===== config.mk =====
export PLATFORM = sky130hd
export DESIGN_NAME = axi_lite_reg_slave_flat
export DESIGN_NICKNAME = d
export VERILOG_FILES = /design/src/rtl/axi_lite_reg_slave_if.sv /design/src/rtl/axi_lite_reg_slave.sv /design/src/flat_wrapper.sv
export SDC_FILE = /design/constraint.sdc
export NUM_CORES = 1
export LEC_CHECK = 0
export BUFFER_PORTS_ARGS = -buffer_cell sky130_fd_sc_hd__buf_2
export CORE_MARGIN = 10
export CORE_UTILIZATION = 30
export DETAILED_ROUTE_END_ITERATION = 10
export SYNTH_ARGS = -nofsm -noshare
export SYNTH_HDL_FRONTEND = slang
export SYNTH_SLANG_ARGS = --single-unit

===== constraint.sdc =====
create_clock -name S_AXI_ACLK -period 2.2 [get_ports S_AXI_ACLK]
set_input_delay 0.11 -clock S_AXI_ACLK [delete_from_list [all_inputs] [get_ports S_AXI_ACLK]]
set_output_delay 0.11 -clock S_AXI_ACLK [all_outputs]
set_load 0.005 [all_outputs]

===== src/rtl/axi_lite_reg_slave_if.sv =====
// AXI4-Lite bus bundle between the board master and the register slave.
// Signal names match the original flat port list.
interface axi_lite_reg_slave_if #(
   parameter int unsigned ADDR_WIDTH = 32,
   parameter int unsigned DATA_WIDTH = 32
);
   logic [ADDR_WIDTH-1:0]   S_AXI_AWADDR;
   logic                    S_AXI_AWVALID;
   logic                    S_AXI_AWREADY;
   logic [DATA_WIDTH-1:0]   S_AXI_WDATA;
   logic [DATA_WIDTH/8-1:0] S_AXI_WSTRB;
   logic                    S_AXI_WVALID;
   logic                    S_AXI_WREADY;
   logic [1:0]              S_AXI_BRESP;
   logic                    S_AXI_BVALID;
   logic                    S_AXI_BREADY;
   logic [ADDR_WIDTH-1:0]   S_AXI_ARADDR;
   logic                    S_AXI_ARVALID;
   logic                    S_AXI_ARREADY;
   logic [DATA_WIDTH-1:0]   S_AXI_RDATA;
   logic [1:0]              S_AXI_RRESP;
   logic                    S_AXI_RVALID;
   logic                    S_AXI_RREADY;

   modport slave (
      input  S_AXI_AWADDR, S_AXI_AWVALID, S_AXI_WDATA, S_AXI_WSTRB, S_AXI_WVALID,
      input  S_AXI_BREADY, S_AXI_ARADDR, S_AXI_ARVALID, S_AXI_RREADY,
      output S_AXI_AWREADY, S_AXI_WREADY, S_AXI_BRESP, S_AXI_BVALID,
      output S_AXI_ARREADY, S_AXI_RDATA, S_AXI_RRESP, S_AXI_RVALID
   );

   modport master (
      output S_AXI_AWADDR, S_AXI_AWVALID, S_AXI_WDATA, S_AXI_WSTRB, S_AXI_WVALID,
      output S_AXI_BREADY, S_AXI_ARADDR, S_AXI_ARVALID, S_AXI_RREADY,
      input  S_AXI_AWREADY, S_AXI_WREADY, S_AXI_BRESP, S_AXI_BVALID,
      input  S_AXI_ARREADY, S_AXI_RDATA, S_AXI_RRESP, S_AXI_RVALID
   );
endinterface


===== src/rtl/axi_lite_reg_slave.sv =====
// AXI4-Lite register slave: scratch, control, write counter and ID word,
// with LEDs driven from scratch when the control enable bit is set.
module axi_lite_reg_slave #(
   parameter int unsigned C_S_AXI_ACLK_FREQ_HZ = 100000000,
   parameter int unsigned C_S_AXI_DATA_WIDTH   = 32,
   parameter int unsigned C_S_AXI_ADDR_WIDTH   = 32,
   parameter logic [31:0] C_ID                 = 32'hDF20_0001
) (
   input  logic                 S_AXI_ACLK,
   input  logic                 S_AXI_ARESETN,
   axi_lite_reg_slave_if.slave  s_axi,
   output logic [7:0]           LEDS
);
   localparam int unsigned DW     = C_S_AXI_DATA_WIDTH;
   localparam int unsigned STRB_W = DW / 8;
   localparam logic [1:0]  RESP_OKAY   = 2'b00;
   localparam logic [1:0]  RESP_SLVERR = 2'b10;

   typedef enum logic [1:0] {W_IDLE, W_ACCEPT, W_RESP} w_state_t;
   typedef enum logic [1:0] {R_IDLE, R_ACCEPT, R_RESP} r_state_t;

   w_state_t w_state, w_next;
   r_state_t r_state, r_next;

   logic          aw_ready, w_ready, b_valid, w_fire;
   logic          ar_ready, r_valid, r_fire;
   logic [1:0]    b_resp, r_resp;
   logic [DW-1:0] r_data;
   logic [DW-1:0] scratch, ctrl, wcount;
   logic [7:0]    leds_q;

   logic          w_oor, r_oor;
   logic [1:0]    w_sel, r_sel;
   logic [DW-1:0] rd_word;
   logic [1:0]    rd_resp;

   logic [31:0]   unused_freq;
   logic [3:0]    unused_addr_lsbs;
   assign unused_freq      = C_S_AXI_ACLK_FREQ_HZ[31:0];
   assign unused_addr_lsbs = {s_axi.S_AXI_AWADDR[1:0], s_axi.S_AXI_ARADDR[1:0]};

   function automatic logic [DW-1:0] merge_bytes(input logic [DW-1:0] old_v,
                                                 input logic [DW-1:0] new_v,
                                                 input logic [STRB_W-1:0] strb);
      logic [DW-1:0] m;
      m = old_v;
      for (int unsigned i = 0; i < STRB_W; i++) begin
         if (strb[i]) m[8*i +: 8] = new_v[8*i +: 8];
      end
      return m;
   endfunction

   // ---------------- write channel ----------------
   always_ff @(posedge S_AXI_ACLK) begin
      if (!S_AXI_ARESETN) w_state <= W_IDLE;
      else                w_state <= w_next;
   end

   always_comb begin
      w_next   = w_state;
      aw_ready = 1'b0;
      w_ready  = 1'b0;
      b_valid  = 1'b0;
      w_fire   = 1'b0;
      case (w_state)
         W_IDLE: begin
            // AW and W are only ever taken together
            if (s_axi.S_AXI_AWVALID && s_axi.S_AXI_WVALID) w_next = W_ACCEPT;
         end
         W_ACCEPT: begin
            aw_ready = 1'b1;
            w_ready  = 1'b1;
            w_fire   = 1'b1;
            w_next   = W_RESP;
         end
         W_RESP: begin
            b_valid = 1'b1;
            if (s_axi.S_AXI_BREADY) w_next = W_IDLE;
         end
         default: w_next = W_IDLE;
      endcase
   end

   assign w_oor = |s_axi.S_AXI_AWADDR[C_S_AXI_ADDR_WIDTH-1:4];
   assign w_sel = s_axi.S_AXI_AWADDR[3:2];

   always_ff @(posedge S_AXI_ACLK) begin
      if (!S_AXI_ARESETN) begin
         scratch <= '0;
         ctrl    <= '0;
         wcount  <= '0;
         b_resp  <= RESP_OKAY;
      end else if (w_fire) begin
         wcount <= wcount + 1'b1;
         if (w_oor || w_sel[1]) begin
            b_resp <= RESP_SLVERR;
         end else begin
            b_resp <= RESP_OKAY;
            if (w_sel[0]) ctrl    <= merge_bytes(ctrl, s_axi.S_AXI_WDATA, s_axi.S_AXI_WSTRB);
            else          scratch <= merge_bytes(scratch, s_axi.S_AXI_WDATA, s_axi.S_AXI_WSTRB);
         end
      end
   end

   // ---------------- read channel ----------------
   always_ff @(posedge S_AXI_ACLK) begin
      if (!S_AXI_ARESETN) r_state <= R_IDLE;
      else                r_state <= r_next;
   end

   always_comb begin
      r_next   = r_state;
      ar_ready = 1'b0;
      r_valid  = 1'b0;
      r_fire   = 1'b0;
      case (r_state)
         R_IDLE: begin
            if (s_axi.S_AXI_ARVALID) r_next = R_ACCEPT;
         end
         R_ACCEPT: begin
            ar_ready = 1'b1;
            r_fire   = 1'b1;
            r_next   = R_RESP;
         end
         R_RESP: begin
            r_valid = 1'b1;
            if (s_axi.S_AXI_RREADY) r_next = R_IDLE;
         end
         default: r_next = R_IDLE;
      endcase
   end

   assign r_oor = |s_axi.S_AXI_ARADDR[C_S_AXI_ADDR_WIDTH-1:4];
   assign r_sel = s_axi.S_AXI_ARADDR[3:2];

   always_comb begin
      rd_word = '0;
      rd_resp = RESP_SLVERR;
      if (!r_oor) begin
         rd_resp = RESP_OKAY;
         case (r_sel)
            2'd0:    rd_word = scratch;
            2'd1:    rd_word = ctrl;
            2'd2:    rd_word = wcount;
            default: rd_word = C_ID;
         endcase
      end
   end

   // Sampled from the pre-edge registers, so a same-edge write is not visible
   always_ff @(posedge S_AXI_ACLK) begin
      if (!S_AXI_ARESETN) begin
         r_data <= '0;
         r_resp <= RESP_OKAY;
      end else if (r_fire) begin
         r_data <= rd_word;
         r_resp <= rd_resp;
      end
   end

   always_ff @(posedge S_AXI_ACLK) begin
      if (!S_AXI_ARESETN) leds_q <= '0;
      else                leds_q <= ctrl[0] ? scratch[7:0] : 8'h00;
   end

   assign s_axi.S_AXI_AWREADY = aw_ready;
   assign s_axi.S_AXI_WREADY  = w_ready;
   assign s_axi.S_AXI_BVALID  = b_valid;
   assign s_axi.S_AXI_BRESP   = b_resp;
   assign s_axi.S_AXI_ARREADY = ar_ready;
   assign s_axi.S_AXI_RVALID  = r_valid;
   assign s_axi.S_AXI_RDATA   = r_data;
   assign s_axi.S_AXI_RRESP   = r_resp;
   assign LEDS                = leds_q;
endmodule


===== src/flat_wrapper.sv =====
// flat-port wrapper written by rule: the top's interface ports become plain ports
module axi_lite_reg_slave_flat 
#(
   parameter int unsigned C_S_AXI_ACLK_FREQ_HZ = 100000000,
   parameter int unsigned C_S_AXI_DATA_WIDTH   = 32,
   parameter int unsigned C_S_AXI_ADDR_WIDTH   = 32,
   parameter logic [31:0] C_ID                 = 32'hDF20_0001
)
  (S_AXI_ACLK, S_AXI_ARESETN, LEDS, s_axi_S_AXI_AWADDR, s_axi_S_AXI_AWVALID, s_axi_S_AXI_WDATA, s_axi_S_AXI_WSTRB, s_axi_S_AXI_WVALID, s_axi_S_AXI_BREADY, s_axi_S_AXI_ARADDR, s_axi_S_AXI_ARVALID, s_axi_S_AXI_RREADY, s_axi_S_AXI_AWREADY, s_axi_S_AXI_WREADY, s_axi_S_AXI_BRESP, s_axi_S_AXI_BVALID, s_axi_S_AXI_ARREADY, s_axi_S_AXI_RDATA, s_axi_S_AXI_RRESP, s_axi_S_AXI_RVALID);
  axi_lite_reg_slave_if #(.ADDR_WIDTH(32), .DATA_WIDTH(32)) s_axi_i ();
  input  logic S_AXI_ACLK;
  input  logic S_AXI_ARESETN;
  output logic [7:0] LEDS;
  input wire logic [$bits(s_axi_i.S_AXI_AWADDR)-1:0] s_axi_S_AXI_AWADDR;
  input wire logic [$bits(s_axi_i.S_AXI_AWVALID)-1:0] s_axi_S_AXI_AWVALID;
  input wire logic [$bits(s_axi_i.S_AXI_WDATA)-1:0] s_axi_S_AXI_WDATA;
  input wire logic [$bits(s_axi_i.S_AXI_WSTRB)-1:0] s_axi_S_AXI_WSTRB;
  input wire logic [$bits(s_axi_i.S_AXI_WVALID)-1:0] s_axi_S_AXI_WVALID;
  input wire logic [$bits(s_axi_i.S_AXI_BREADY)-1:0] s_axi_S_AXI_BREADY;
  input wire logic [$bits(s_axi_i.S_AXI_ARADDR)-1:0] s_axi_S_AXI_ARADDR;
  input wire logic [$bits(s_axi_i.S_AXI_ARVALID)-1:0] s_axi_S_AXI_ARVALID;
  input wire logic [$bits(s_axi_i.S_AXI_RREADY)-1:0] s_axi_S_AXI_RREADY;
  output wire logic [$bits(s_axi_i.S_AXI_AWREADY)-1:0] s_axi_S_AXI_AWREADY;
  output wire logic [$bits(s_axi_i.S_AXI_WREADY)-1:0] s_axi_S_AXI_WREADY;
  output wire logic [$bits(s_axi_i.S_AXI_BRESP)-1:0] s_axi_S_AXI_BRESP;
  output wire logic [$bits(s_axi_i.S_AXI_BVALID)-1:0] s_axi_S_AXI_BVALID;
  output wire logic [$bits(s_axi_i.S_AXI_ARREADY)-1:0] s_axi_S_AXI_ARREADY;
  output wire logic [$bits(s_axi_i.S_AXI_RDATA)-1:0] s_axi_S_AXI_RDATA;
  output wire logic [$bits(s_axi_i.S_AXI_RRESP)-1:0] s_axi_S_AXI_RRESP;
  output wire logic [$bits(s_axi_i.S_AXI_RVALID)-1:0] s_axi_S_AXI_RVALID;
  assign s_axi_i.S_AXI_AWADDR = s_axi_S_AXI_AWADDR;
  assign s_axi_i.S_AXI_AWVALID = s_axi_S_AXI_AWVALID;
  assign s_axi_i.S_AXI_WDATA = s_axi_S_AXI_WDATA;
  assign s_axi_i.S_AXI_WSTRB = s_axi_S_AXI_WSTRB;
  assign s_axi_i.S_AXI_WVALID = s_axi_S_AXI_WVALID;
  assign s_axi_i.S_AXI_BREADY = s_axi_S_AXI_BREADY;
  assign s_axi_i.S_AXI_ARADDR = s_axi_S_AXI_ARADDR;
  assign s_axi_i.S_AXI_ARVALID = s_axi_S_AXI_ARVALID;
  assign s_axi_i.S_AXI_RREADY = s_axi_S_AXI_RREADY;
  assign s_axi_S_AXI_AWREADY = s_axi_i.S_AXI_AWREADY;
  assign s_axi_S_AXI_WREADY = s_axi_i.S_AXI_WREADY;
  assign s_axi_S_AXI_BRESP = s_axi_i.S_AXI_BRESP;
  assign s_axi_S_AXI_BVALID = s_axi_i.S_AXI_BVALID;
  assign s_axi_S_AXI_ARREADY = s_axi_i.S_AXI_ARREADY;
  assign s_axi_S_AXI_RDATA = s_axi_i.S_AXI_RDATA;
  assign s_axi_S_AXI_RRESP = s_axi_i.S_AXI_RRESP;
  assign s_axi_S_AXI_RVALID = s_axi_i.S_AXI_RVALID;
  axi_lite_reg_slave #(.C_S_AXI_ACLK_FREQ_HZ(C_S_AXI_ACLK_FREQ_HZ), .C_S_AXI_DATA_WIDTH(C_S_AXI_DATA_WIDTH), .C_S_AXI_ADDR_WIDTH(C_S_AXI_ADDR_WIDTH), .C_ID(C_ID)) u_core (.S_AXI_ACLK(S_AXI_ACLK), .S_AXI_ARESETN(S_AXI_ARESETN), .s_axi(s_axi_i), .LEDS(LEDS));
endmodule

==> impl_metrics.py, run 1 <==
metrics = {
    "clocking": {
        "cts_resized": 0,
        "path_clk_slew_ps": 60,
        "cts-buffers-inserted": 17,
        "cts_tree": "yes",
        "clkLatencyLatePin_ps": 430,
        "clk_path_buf_depth": 2,
        "clock_sinks": 142,
        "ctsRootBufferMaster": "clkbuf_16",
        "htree_num_levels": 4,
    },
    "pwr": {
        "power.leakage_nw": 3.352,
        "power_density_mw_per_mm2": 678.7,
        "internal_power_w": 0.004443,
        "seqPwrFrac_pct": 44.8,
        "power.share.clock_pct": 48.9,
        "combinationalPowerShare_pct": 6.3,
        "p_sw_share_pct": 23.06,
        "power_w": 0.005775,
        "peakVddDrop_v": 0.0005286,
        "p_switching_w": 0.001332,
    },
    "timing": {
        "fin_crit_sh_pct": 91.82,
        "relSlewSlack_pct": 30.29,
        "setup_viol": 0,
        "worstMarginPinSlew_ps": 1044,
        "fmax_mhz": 495.0,
        "rsz0062_at_grt": "no",
        "period_minus_slack_ps": 2020,
        "drv_slew": 0,
        "setup_tns_ps": 0,
        "finalHoldViolCount": 0,
        "finClkSkew_ps": 13.33,
    },
    "outcome": {
        "status": "finished clean",
    },
    "final_layout": {
        "syn_to_final_growth_pct": 32.71,
        "nets": 980,
        "num_antenna_cells": 0,
        "seqCellArea_mm2": 0.002843,
        "fin_area_mm2": 0.008508,
        "drive_gt1_share_pct": 26.92,
        "fillCellCount": 2048,
        "multi_input_area_mm2": 0.003361,
    },
    "global_routing": {
        "grt_pass1_wl_um": 29590,
        "grt_pass1_vias": 5550,
        "overflow": 0,
        "antenna_found_initial": 0,
        "grt_max_degree": 129,
        "grt.total_usage_pct": 12.97,
    },
    "synth": {
        "synth_area_leader_cell": "dfxtp_1",
        "avgSynthCellArea_um2": 9.373,
        "synth_edf_count": 0,
        "synth_common_cells": "nand2_1 (146), dfxtp_1 (142), mux2i_1 (95), clkbuf_1 (36), o21ai_0 (29)",
        "ys_seq_area_share_pct": 44.34,
        "synthMostInstantiatedCell": "nand2_1",
        "ys.flop_type": "dfxtp_1",
        "synth.distinct_cells": 43,
        "post_synth_main_area_contributors": "dfxtp_1 (44%), mux2i_1 (15%), nand2_1 (8.5%), nor4_4 (3.3%), a22o_1 (3.1%)",
        "yosys_warnings": 0,
        "syn_area_mm2": 0.006411,
        "synth_top_area_share_pct": 44.34,
        "synth_seq_cells": 142,
        "ys_async_sr_fraction_pct": 0,
        "synthCells": 684,
    },
    "detailed_routing": {
        "num_vias": 5518,
        "drtIter0Drc": 358,
        "drtAntennaViolNets": 0,
        "wl_per_cell_um": 15.81,
        "firstDrtPassIters": 4,
        "drcViolationCount": 0,
        "via_per_inst": 4.761,
        "totalWireLength_um": 18320,
    },
    "setup_path": {
        "cpPeakStageDelay_ps": 670,
        "path_buf_inv": 0,
        "required_ps": 2550,
        "path_max_fanout": 8,
        "ff2ff_path_depth": 5,
        "arrival_ps": 2370,
        "slowest_stage": "or4_1",
        "r2r-start": "u_core.wcount[1]$_SDFFE_PN0P_",
        "path_class": "reg2reg",
        "worstReg2RegEnd": "u_core.wcount[20]$_SDFFE_PN0P_",
        "cp_top_family": "simple AND/OR/NAND/NOR gates",
        "worstPathCellList": "ha_1 -> nand4_1 -> or4_1 -> or3_1 -> a21oi_1",
        "cp-start-kind": "register",
        "endpoint_kind": "register",
        "rrSetupSlack_ps": 180,
    },
    "placed_design": {
        "postPlaceCellArea_mm2": 0.007576,
        "numPortBuffers": 149,
        "gp_congestion": 0.8023,
        "hpwlAfterDp_um": 13470,
    },
    "floorplanning": {
        "io_pins": 156,
        "die_area_mm2": 0.02762,
        "initial_utilization_pct": 30.50,
        "die_w_um": 166.2,
        "fp.coreArea_mm2": 0.02102,
        "rows": 53,
        "die_y_um": 166.2,
    },
    "flow_run": {
        "drv_cap": 0,
    },
    "worst_hold_path": {
        "holdPathEnd": "u_core.scratch[13]$_SDFFE_PN0P_",
        "worstHoldStart": "s_axi_S_AXI_WDATA[13]",
        "worstHoldPathCells": 3,
        "hp-class": "in2reg",
    },
}
==> worst register-to-register path, cell delays in order (launching register included) <==
cell     delay (ps)
dfxtp_1         430
ha_1            210
nand4_1         140
or4_1           670
or3_1           350
a21oi_1         150
==> cells by family (layout without fill, tap and decap cells) <==
family	count (synthesis)	in the layout	share of synthesized area, %
other	1	2	0.05849
multiplexers	104	104	16.41
AND/OR/NAND/NOR	274	274	24.14
AO/OA/AOI/OAI	95	95	9.817
buffers and inverters	56	255	3.532
adder cells (fa/ha/maj)	1	1	0.1951
flip-flops	142	142	44.34
XOR/XNOR	11	11	1.503
==> state kept, by name (all words and copies together), names as in the netlist, 2 cells and up <==
| name | flops |
|---|---|
| u_core.w_state | 2 |
| u_core.s_axi.S_AXI_RDATA | 32 |
| u_core.ctrl | 32 |
| u_core.r_state | 2 |
| u_core.wcount | 32 |
| u_core.scratch | 32 |
| u_core.LEDS | 8 |
==> per-layer routing <==
metal / global-route usage [%] / share of wire (%) / up-vias
li1: - / - / 2811
met1: 17.47 / 49 / 2541
met2: 19.36 / 44 / 160
met3: 4.070 / 6.8 / 6
met4: 3.814 / 0.51 / 0
met5: 0 / 0 / -
==> what timing repair did <==
action | in CTS | in global routing
hold buffers | 35 | 0
setup buffers | 0 | 0
hold endpoints to repair | 63 | 0
==> cell usage in the layout (no fill, tap or decap), types with 17 or more instances in the layout <==
cell type,instances
a21oi_1,20
a22o_1,23
buf_2,148
buf_4,27
clkbuf_16,17
dfxtp_1,142
dlygate4sd3_1,35
mux2i_1,95
nand2_1,146
o21ai_0,29
==> per-stage QoR <==
step | util [%] | hold WS (ps) | worst slack, ps | instances
6_report | 40.47 | 21.47 | 180.0 | 1159
5_1_grt | 40.47 | 43.27 | 27.51 | 1159
4_1_cts | 40.47 | 1.148 | 180.9 | 1159
3_5_place_dp | 36.04 | 337.4 | 223.2 | 1093
3_3_place_gp | 36.04 | 339.6 | 237.3 | 1093
2_1_floorplan | - | 228.3 | 296.1 | 685
==> how the worst max path moves through the flow <==
| stage | to | cells after the start | slack, ps | start |
|---|---|---|---|---|
| 2_1_floorplan | u_core.wcount[18]$_SDFFE_PN0P_ | 6 | 300 | u_core.wcount[0]$_SDFFE_PN0P_ |
| 3_5_place_dp | u_core.wcount[14]$_SDFFE_PN0P_ | 5 | 220 | u_core.wcount[1]$_SDFFE_PN0P_ |
| 4_1_cts | u_core.wcount[14]$_SDFFE_PN0P_ | 5 | 180 | u_core.wcount[1]$_SDFFE_PN0P_ |
| 5_1_grt | u_core.wcount[18]$_SDFFE_PN0P_ | 5 | 30 | u_core.wcount[1]$_SDFFE_PN0P_ |
| 3_3_place_gp | u_core.wcount[20]$_SDFFE_PN0P_ | 5 | 240 | u_core.wcount[1]$_SDFFE_PN0P_ |
| 6_report | u_core.wcount[20]$_SDFFE_PN0P_ | 5 | 180 | u_core.wcount[1]$_SDFFE_PN0P_ |
==> power groups by stage <==
stage | registers (W) | logic (W) | clock network (W)
floorplan | 0.00264 | 0.000161 | 0
global placement | 0.00264 | 0.000317 | 0
detailed placement | 0.00264 | 0.000319 | 0
CTS | 0.00258 | 0.000370 | 0.00288
global route | 0.00258 | 0.000402 | 0.00300
finish | 0.00259 | 0.000365 | 0.00282
==> area by class of cell <==
type	count	share of cell area [%]
Sequential cell	142	33.41
Clock buffer	19	5.206
Tap cell	275	4.044
Multi-Input combinational cell	487	39.50
Inverter	12	0.5294
Timing Repair Buffer	212	15.68
Clock inverter	12	1.632
No activity file was read; power rests on OpenSTA's default activity.
==> run 2: changes to the inputs <==
ABC_AREA = 1   (was default)
CORE_UTILIZATION = 40   (was 30)
CTS_CLUSTER_SIZE = 14   (was default)
==> impl_metrics.py, run 2 <==
metrics = {
    "clocking": {
        "cts-buffers-inserted": 17,
        "clk_path_buf_depth": 2,
        "clkLatencyLatePin_ps": 430,
        "clock_sinks": 142,
        "cts_tree": "yes",
        "path_clk_slew_ps": 60,
        "htree_num_levels": 4,
        "ctsRootBufferMaster": "clkbuf_16",
    },
    "synth": {
        "synthMostInstantiatedCell": "nand2_1",
        "ys_seq_area_share_pct": 41.58,
        "synth_area_leader_cell": "dfxtp_1",
        "syn_area_mm2": 0.006837,
        "synthCells": 1055,
        "synth_top_area_share_pct": 41.58,
        "synth_common_cells": "nand2_1 (265), nor2_1 (154), dfxtp_1 (142), inv_1 (141), a21oi_1 (85)",
        "synth_seq_cells": 142,
        "avgSynthCellArea_um2": 6.480,
        "synth_edf_count": 0,
        "ys_async_sr_fraction_pct": 0,
        "yosys_warnings": 0,
        "post_synth_main_area_contributors": "dfxtp_1 (42%), nand2_1 (15%), nor2_1 (8.5%), inv_1 (7.7%), a21oi_1 (6.2%)",
        "ys.flop_type": "dfxtp_1",
        "synth.distinct_cells": 34,
    },
    "final_layout": {
        "num_antenna_cells": 0,
        "fillCellCount": 1704,
        "seqCellArea_mm2": 0.002843,
        "layout_commonest_cell": "nand2_1",
        "drive_gt1_share_pct": 17.94,
        "multi_input_area_mm2": 0.003254,
        "nets": 1339,
        "final_cell_mix": "nand2_1 (265), nor2_1 (153), buf_2 (149), dfxtp_1 (142), inv_1 (141)",
        "syn_to_final_growth_pct": 28.28,
    },
    "global_routing": {
        "overflow": 0,
        "antenna_found_initial": 0,
        "grt_pass1_vias": 6692,
        "grt.total_usage_pct": 18.63,
        "grt_pass1_wl_um": 34110,
        "grt_max_degree": 53,
    },
    "floorplanning": {
        "die_area_mm2": 0.02272,
        "fp.coreArea_mm2": 0.01664,
        "die_w_um": 150.7,
        "io_pins": 156,
        "rows": 47,
        "initial_utilization_pct": 41.08,
        "die_y_um": 150.7,
    },
    "setup_path": {
        "arrival_ps": 2130,
        "cpPeakStageDelay_ps": 400,
        "path_max_fanout": 10,
        "cp_top_family": "simple AND/OR/NAND/NOR gates",
        "required_ps": 2510,
        "path_class": "reg2reg",
        "cp-start-kind": "register",
        "slowest_stage": "dfxtp_1",
        "path_buf_inv": 1,
        "worstPathCellList": "inv_2 -> nor2_4 -> nand2_2 -> nor2_2 -> nand2_1 -> nand2_1 -> a21oi_1",
        "critPathMostFrequentCell": "nand2_1",
        "endpoint_kind": "register",
    },
    "detailed_routing": {
        "via_per_inst": 4.797,
        "totalWireLength_um": 20560,
        "drtIter0Drc": 592,
        "drcViolationCount": 0,
        "wl_per_cell_um": 14.05,
        "firstDrtPassIters": 5,
        "drtAntennaViolNets": 0,
        "num_vias": 7018,
    },
    "timing": {
        "worstMarginPinSlew_ps": 535.0,
        "finalHoldViolCount": 0,
        "rsz0062_at_grt": "no",
        "finClkSkew_ps": 7.762,
        "drv_slew": 0,
        "relSlewSlack_pct": 64.33,
        "setup_viol": 0,
        "period_minus_slack_ps": 1816,
        "fin_crit_sh_pct": 82.55,
        "fmax_mhz": 550.6,
        "setup_tns_ps": 0,
    },
    "flow_run": {
        "drv_cap": 0,
    },
    "outcome": {
        "status": "finished clean",
    },
    "worst_hold_path": {
        "hp-class": "in2reg",
    },
    "pwr": {
        "power_w": 0.005967,
        "power_density_mw_per_mm2": 680.4,
        "power.leakage_nw": 3.827,
        "peakVddDrop_v": 0.0005671,
    },
    "placed_design": {
        "gp_congestion": 0.8485,
        "hpwlAfterDp_um": 15050,
        "numPortBuffers": 149,
    },
}
[run 2: cell count changes in the layout (fill, tap and decap cells not counted), moves of 11 or more]
cell	delta
a22o_1	-23
a21oi_1	+65
o21ai_0	+16
o211ai_1	+11
nand2b_1	-11
nor2_1	+138
inv_1	+130
nand3_1	+72
mux2i_1	-95
or3_1	-16
nand2_1	+119
nand4_1	+24
[run 2: layer usage]
| layer | wire length (um) | vias up | GRT usage (%) |
|---|---|---|---|
| met5 | 0 | - | 0 |
| met4 | 349 | 0 | 6.256 |
| met3 | 1624 | 28 | 5.462 |
| met2 | 7980 | 222 | 25.22 |
| met1 | 10600 | 3067 | 27.21 |
| li1 | - | 3701 | - |
[run 2: kinds of logic (layout without fill, tap and decap cells)]
family	count (synthesis)	in the layout	synth area share [%]
flops	142	142	41.58
xor+xnor	4	4	0.5125
buf+inv	192	379	10.91
other cells	1	2	0.05485
compound gates	147	147	11.31
fa+ha+maj	1	1	0.1830
simple gates	568	568	35.45
[run 2: power breakdown]
part | internal [W] | switching [W] | leakage, nW
Sequential | 0.00258 | 0.00000934 | 1.14
Clock | 0.00186 | 0.00112 | 0.290
Combinational | 0.000173 | 0.000228 | 2.39
[run 2: path summary, 6_finish.rpt]
check,to,start,slack (ps),cells after the start
min,u_core.scratch[26]$_SDFFE_PN0P_,s_axi_S_AXI_WDATA[26],30,5
max,u_core.ctrl[27]$_SDFFE_PN0P_,u_core.w_state[0]$_SDFFE_PN0P_,380,7
min reg2reg,u_core.r_state[0]$_SDFFE_PN0P_,u_core.r_state[0]$_SDFFE_PN0P_,450,1
max reg2reg,u_core.ctrl[27]$_SDFFE_PN0P_,u_core.w_state[0]$_SDFFE_PN0P_,380,7
[run 2: metrics by stage]
stage,hold slack (ps),setup WS [ps],utilization (%),cells,cell area [um2]
after global placement,341.2,418.0,47.06,1399,7833
after CTS,4.939,381.8,52.70,1463,8770
after floorplan,228.3,754.6,-,1056,6840
after global routing,19.95,147.0,52.70,1463,8770
after detailed placement,341.7,388.4,47.06,1399,7833
final,27.25,383.9,52.70,1463,8770
[run 2: final cells by class]
cell class / instances / share of cell area, %
well taps: 220 / 3.139
clock inverters: 11 / 1.598
repair buffers: 203 / 14.21
multi-input cells: 722 / 37.11
inverters: 145 / 6.206
flip-flops and latches: 142 / 32.42
clock buffers: 20 / 5.322
[run 2: what timing repair did]
action,in CTS,in global routing
buffers inserted,0,0
resized for setup,0,0
hold buffers,33,0
endpoints found under the hold margin,32,0
[run 2: worst min-delay path, delay by kind of cell]
family | cells | cell delay (ps)
simple gates | 3 | 190
buf+inv | 2 | 130
